**config.mk**
```make
export PLATFORM = sky130hd
export DESIGN_NAME = lcd_write_engine_flat
export DESIGN_NICKNAME = d
export VERILOG_FILES = /design/src/rtl/lcd_write_engine_if.sv /design/src/rtl/lcd_write_engine.sv /design/src/flat_wrapper.sv
export SDC_FILE = /design/constraint.sdc
export NUM_CORES = 1
export LEC_CHECK = 0
export CAP_MARGIN = 10
export CELL_PAD_IN_SITES_DETAIL_PLACEMENT = 0
export CELL_PAD_IN_SITES_GLOBAL_PLACEMENT = 1
export CORE_MARGIN = 4
export CORE_UTILIZATION = 37
export CTS_BUF_LIST = sky130_fd_sc_hd__clkbuf_16
export DETAILED_ROUTE_END_ITERATION = 16
export PLACE_DENSITY = 0.77
export SETUP_SLACK_MARGIN = 0.05
export SKIP_CTS_REPAIR_TIMING = 1
export SYNTH_ARGS = -nofsm -noshare
export SYNTH_HDL_FRONTEND = slang
export SYNTH_SLANG_ARGS = --single-unit
```
**constraint.sdc**
```tcl
create_clock -name clk -period 2.32 [get_ports clk]
set_input_delay 0.464 -clock clk [delete_from_list [all_inputs] [get_ports clk]]
set_output_delay 0.464 -clock clk [all_outputs]
set_load 0.05 [all_outputs]
```
**src/rtl/lcd_write_engine_if.sv**
```systemverilog
// Command handshake between the I/O LSU and the LCD write engine: one byte per vld/rdy transfer.
interface lcd_write_engine_if;
    logic       cmd_vld;
    logic       cmd_rs;
    logic [7:0] cmd_data;
    logic       cmd_rdy;

    modport master (output cmd_vld, output cmd_rs, output cmd_data, input cmd_rdy);
    modport slave  (input cmd_vld, input cmd_rs, input cmd_data, output cmd_rdy);
endinterface

```
**src/rtl/lcd_write_engine.sv**
```systemverilog
// HD44780 8-bit write engine: setup, EN pulse, hold, busy-wait per accepted byte (LCD_INIT_EN adds power-up init).
// Latency: SETUP+PULSE+HOLD+wait clocks from handshake to next cmd_rdy (wait = LONG for clear/home, else EXEC).
// Backpressure: cmd_rdy is registered and high only in IDLE; bytes offered while busy are held off, not dropped.
module lcd_write_engine #(
    parameter int SETUP_CYC = 2,
    parameter int PULSE_CYC = 25,
    parameter int HOLD_CYC  = 2,
    parameter int EXEC_CYC  = 4000,
    parameter int LONG_CYC  = 160000,
    parameter int INIT_CYC  = 1500000
) (
    input  logic                clk,
    input  logic                rst,
    lcd_write_engine_if.slave   cmd,
    output logic                busy,
    output logic [7:0]          lcd_data,
    output logic                lcd_rs,
    output logic                lcd_rw,
    output logic                lcd_en,
    output logic                lcd_on
);

    function automatic int max2(input int a, input int b);
        return (a > b) ? a : b;
    endfunction

    localparam int MAX_CYC = max2(max2(max2(SETUP_CYC, PULSE_CYC), max2(HOLD_CYC, EXEC_CYC)),
                                  max2(LONG_CYC, INIT_CYC));
    localparam int CW = $clog2(MAX_CYC) + 1;

    localparam logic [2:0] ST_IDLE  = 3'd0;
    localparam logic [2:0] ST_SETUP = 3'd1;
    localparam logic [2:0] ST_PULSE = 3'd2;
    localparam logic [2:0] ST_HOLD  = 3'd3;
    localparam logic [2:0] ST_WAIT  = 3'd4;
`ifdef LCD_INIT_EN
    localparam logic [2:0] ST_PWRUP = 3'd5;
`endif

    logic [2:0]    state;
    logic [CW-1:0] cnt;
    logic [CW-1:0] wait_load;
    logic          cnt_zero;
    logic          rdy_q;

`ifdef LCD_INIT_EN
    logic [2:0]    init_idx;

    function automatic logic [7:0] init_byte(input logic [1:0] idx);
        case (idx)
            2'd0:    return 8'h38;
            2'd1:    return 8'h0C;
            2'd2:    return 8'h01;
            default: return 8'h06;
        endcase
    endfunction
`endif

    // Clear (0x01) and home (0x02/0x03) need the long busy wait; everything else is a normal exec.
    always_comb begin
        wait_load = CW'(EXEC_CYC - 1);
        if (!lcd_rs && (lcd_data == 8'h01 || lcd_data == 8'h02 || lcd_data == 8'h03))
            wait_load = CW'(LONG_CYC - 1);
    end

    assign cnt_zero    = (cnt == '0);
    assign cmd.cmd_rdy = rdy_q;
    assign busy        = ~rdy_q;
    assign lcd_rw      = 1'b0;

    always_ff @(posedge clk) begin
        if (rst) begin
`ifdef LCD_INIT_EN
            state    <= ST_PWRUP;
            cnt      <= CW'(INIT_CYC - 1);
            init_idx <= 3'd0;
`else
            state    <= ST_IDLE;
            cnt      <= '0;
`endif
            rdy_q    <= 1'b0;
            lcd_data <= 8'h00;
            lcd_rs   <= 1'b0;
            lcd_en   <= 1'b0;
            lcd_on   <= 1'b0;
        end else begin
            lcd_on <= 1'b1;
            case (state)
                ST_IDLE: begin
                    if (rdy_q && cmd.cmd_vld) begin
                        lcd_rs   <= cmd.cmd_rs;
                        lcd_data <= cmd.cmd_data;
                        cnt      <= CW'(SETUP_CYC - 1);
                        state    <= ST_SETUP;
                        rdy_q    <= 1'b0;
                    end else begin
                        rdy_q    <= 1'b1;
                    end
                end
                ST_SETUP: begin
                    if (cnt_zero) begin
                        lcd_en <= 1'b1;
                        cnt    <= CW'(PULSE_CYC - 1);
                        state  <= ST_PULSE;
                    end else begin
                        cnt    <= cnt - 1'b1;
                    end
                end
                ST_PULSE: begin
                    if (cnt_zero) begin
                        lcd_en <= 1'b0;
                        cnt    <= CW'(HOLD_CYC - 1);
                        state  <= ST_HOLD;
                    end else begin
                        cnt    <= cnt - 1'b1;
                    end
                end
                ST_HOLD: begin
                    if (cnt_zero) begin
                        cnt   <= wait_load;
                        state <= ST_WAIT;
                    end else begin
                        cnt   <= cnt - 1'b1;
                    end
                end
                ST_WAIT: begin
                    if (cnt_zero) begin
`ifdef LCD_INIT_EN
                        if (init_idx < 3'd4) begin
                            lcd_rs   <= 1'b0;
                            lcd_data <= init_byte(init_idx[1:0]);
                            init_idx <= init_idx + 3'd1;
                            cnt      <= CW'(SETUP_CYC - 1);
                            state    <= ST_SETUP;
                        end else begin
                            state    <= ST_IDLE;
                            rdy_q    <= 1'b1;
                        end
`else
                        state <= ST_IDLE;
                        rdy_q <= 1'b1;
`endif
                    end else begin
                        cnt <= cnt - 1'b1;
                    end
                end
`ifdef LCD_INIT_EN
                ST_PWRUP: begin
                    if (cnt_zero) begin
                        lcd_rs   <= 1'b0;
                        lcd_data <= init_byte(2'd0);
                        init_idx <= 3'd1;
                        cnt      <= CW'(SETUP_CYC - 1);
                        state    <= ST_SETUP;
                    end else begin
                        cnt      <= cnt - 1'b1;
                    end
                end
`endif
                default: begin
                    lcd_en <= 1'b0;
                    rdy_q  <= 1'b0;
                    cnt    <= '0;
                    state  <= ST_IDLE;
                end
            endcase
        end
    end

endmodule

```
**src/flat_wrapper.sv**
```systemverilog
// flat-port wrapper written by rule: the top's interface ports become plain ports
module lcd_write_engine_flat 
#(
    parameter int SETUP_CYC = 2,
    parameter int PULSE_CYC = 25,
    parameter int HOLD_CYC  = 2,
    parameter int EXEC_CYC  = 4000,
    parameter int LONG_CYC  = 160000,
    parameter int INIT_CYC  = 1500000
)
  (clk, rst, busy, lcd_data, lcd_rs, lcd_rw, lcd_en, lcd_on, cmd_cmd_vld, cmd_cmd_rs, cmd_cmd_data, cmd_cmd_rdy);
  lcd_write_engine_if cmd_i ();
  input  logic clk;
  input  logic rst;
  output logic busy;
  output logic [7:0] lcd_data;
  output logic lcd_rs;
  output logic lcd_rw;
  output logic lcd_en;
  output logic lcd_on;
  input wire logic [$bits(cmd_i.cmd_vld)-1:0] cmd_cmd_vld;
  input wire logic [$bits(cmd_i.cmd_rs)-1:0] cmd_cmd_rs;
  input wire logic [$bits(cmd_i.cmd_data)-1:0] cmd_cmd_data;
  output wire logic [$bits(cmd_i.cmd_rdy)-1:0] cmd_cmd_rdy;
  assign cmd_i.cmd_vld = cmd_cmd_vld;
  assign cmd_i.cmd_rs = cmd_cmd_rs;
  assign cmd_i.cmd_data = cmd_cmd_data;
  assign cmd_cmd_rdy = cmd_i.cmd_rdy;
  lcd_write_engine #(.SETUP_CYC(SETUP_CYC), .PULSE_CYC(PULSE_CYC), .HOLD_CYC(HOLD_CYC), .EXEC_CYC(EXEC_CYC), .LONG_CYC(LONG_CYC), .INIT_CYC(INIT_CYC)) u_core (.clk(clk), .rst(rst), .cmd(cmd_i), .busy(busy), .lcd_data(lcd_data), .lcd_rs(lcd_rs), .lcd_rw(lcd_rw), .lcd_en(lcd_en), .lcd_on(lcd_on));
endmodule
```
==> results <==
-- routing by layer --
| layer | global-route usage, % | routed length [µm] |
|---|---|---|
| met5 | 0 | 0 |
| met4 | 5.05 | 60 |
| met3 | 4.27 | 243 |
| met2 | 27.3 | 3020 |
| met1 | 23.0 | 2760 |
-- final cells by class --
cell class                      instances  share of cell area [%]
Clock inverter                          2                   0.243
Tap cell                               72                    2.91
Multi-Input combinational cell        189                    46.0
Sequential cell                        37                    24.1
Clock buffer                            5                    4.05
Timing Repair Buffer                   76                    21.6
Inverter                                9                    1.09
-- layout by cell type (no fill, tap or decap), types with 9 or more instances in the layout --
cell,netlist,final
mux2i_1,9,9
o21ai_0,19,14
inv_1,9,9
clkdlybuf4s50_1,0,24
buf_4,2,44
nor3_1,16,11
nand2_1,12,12
nor2_1,26,25
a21oi_1,15,13
dfxtp_1,37,33
-- cell families (layout without fill, tap and decap cells) --
kind of cell,Yosys count,after routing,share of synthesized area [%]
AO/OA/AOI/OAI,79,79,26.8
AND/OR/NAND/NOR,97,97,26.3
flip-flops,37,37,35.5
adder cells (fa/ha/maj),1,1,0.600
buffers and inverters,23,92,5.40
XOR/XNOR,2,2,0.840
other,1,1,0.180
multiplexers,9,9,4.32
-- sequential cells by signal (all words and copies together), names as in the netlist --
| register | count |
|---|---|
| u_core.lcd_en | 1 |
| u_core.cnt | 22 |
| u_core.lcd_rs | 1 |
| u_core.cmd.cmd_rdy | 1 |
| u_core.state | 3 |
| u_core.lcd_on | 1 |
| u_core.lcd_data | 8 |
-- path summary, 6_finish.rpt --
check                           endpoint  depth (start not counted)
max reg2reg   u_core.cnt[0]$_SDFFE_PP0P_                          7
min          u_core.cnt[21]$_SDFFE_PP0P_                          1
max           u_core.cnt[0]$_SDFFE_PP0P_                          7
min reg2reg  u_core.cnt[21]$_SDFFE_PP0P_                          1
-- critical path: cells and delay by family, from the launching register on --
family	cells	cell delay, ns
flops	1	0.32
simple gates	3	1.26
compound gates	3	0.44
buf+inv	1	0.17
-- stage by stage --
stage | TNS (ns) | cell area [µm²] | hold slack [ns]
floorplan | 0 | 2090 | 0.442
global placement | -0.0727 | 2710 | 0.459
detailed placement | -0.293 | 2710 | 0.471
CTS | -0.355 | 2840 | 0.479
global route | -0.0335 | 3090 | 0.499
finish | 0 | 3090 | 0.482
==> summary.md <==
| Metric | Value |
|---|---|
| Die outline width | 83.1 µm |
| Clock sink count | 37 |
| Worst Hold Launch | u_core.cnt[21]$_SDFFE_PP0P_ |
| Worst skew pair latency | roughly 0.28 ns |
| DPL Wire Length | 4380 µm |
| Vias in the first global route | approximately 2000 |
| Pre-CTS WS | -0.197 ns |
| IO Count | 26 |
| Maximum clock path buffer count | 2 |
| Crit-path cells | or4_4 > or4_4 > nor2_4 > buf_6 > a21oi_2 > o32a_1 > o32ai_2 |
| Max_cap viols | 0 |
| Largest net degree at the start of global routing | 17 |
| Post-synthesis register bit count | 37 |
| Worst min-delay path class | register to register |
| Wire per inst | 15.6 µm |
| Initial antenna violation count | 0 |
| Count leader, synth | dfxtp_1 |
| DRC Markers | 0 |
| Slew HR | 64.1% |
| Final core utilization | approximately 57% |
| Crit path launch | u_core.cnt[14]$_SDFFE_PP0P_ |
| YS warnings | 0 |
| Antenna Cells | 0 |
| GRT Overall Usage | 17.2% |
| First-pass GRT wire length | 9800 µm |
| Layout cells sized above 1 | 34.3% |
| Slowest CP cell | or4_4 |
| Final WL | 6090 µm |
| Rows | 27 |
| WS Path Type | register to register |
| Placer Congestion | ~0.84 |
| Total core area | around 5500 µm² |
| Router iterations before antenna repair | 4 |
| Vias/cell | ~5.5 |
| Syn Inst Count | about 250 |
| Asr flop ratio synth | 0% |
| Post-route minimum period | ~2.3 ns |
| CP endpoint kind | register |
| Placed insts | 377 |
| Die ar. | slightly below 7000 µm² |
| Fin crit share | a little over nine tenths |
| Ys flop type | dfxtp_1 |
| Root Buffer | clkbuf_16 |
| Initial Util | about two fifths |
| H-tree levels | 2 |
| Yosys top cell area share | 35.5% |
| Most used cell, CP | or4_4 |
| Synth top area cells | dfxtp_1 (36%), nor2_1 (4.7%), o21ai_0 (4.6%) |
| Area Growth Syn to Fin | 48.4% |
| CP max stage delay | about 0.55 ns |
| Die Y | between 80 and 90 µm |
| Crit path DAT | about 2.5 ns |
| Largest area contributor in the netlist | dfxtp_1 |
| EDFF count, synth | 0 |
| Fill count | around 500 |
| Worst Setup Start Kind | register |
| Synth Area per Inst | ~8.4 µm² |
| CTS tree | done |
| Drt initial violations | about 160 |
| CP max FO | 6 |
| Final std cells w/o fill | approximately 400 |
| Critical Path RT | 2.51 ns |
| Worst-path clk slew | 0.05 ns |
| NumNets Final | ~330 |
| Synth top cells by count | dfxtp_1 (37), nor2_1 (26), o21ai_0 (19) |
| Status | finished, final reports clean |
| Worst Skew | around 0.0026 ns |
| Slew @ Worst Pin | 0.537 ns |
| Via count | around 2200 |
| Sequential cell area | around 750 µm² |
| Synth Cell Area | 2080 µm² |
| Yosys cell types | 60 |
| Mapped Nets | 262 |
| R2R Setup Slk | 0.04 ns |
| Grt ovf | 0 |
| Final setup fails | 0 |
| Fin. Hold Viols | 0 |
| Register area share after synthesis | around 36% |
| Fmax achieved | roughly 440 MHz |
| ANT nets after route | 0 |
| RSZ-0062 raised after global routing | yes |
| Multi-input logic area | ~1400 µm² |
| Num CTS Buffers | 5 |
| Count of buffers from port buffering | 24 |
| Reg2reg start | u_core.cnt[14]$_SDFFE_PP0P_ |
| PnR worst setup slack | approximately 0.038 ns |
| Final Max Slew Viols | 0 |
Power of run 1 is left out: the tool's default activity adds up to more than one toggle a clock period on the data nets, which glitch-free logic cannot reach.
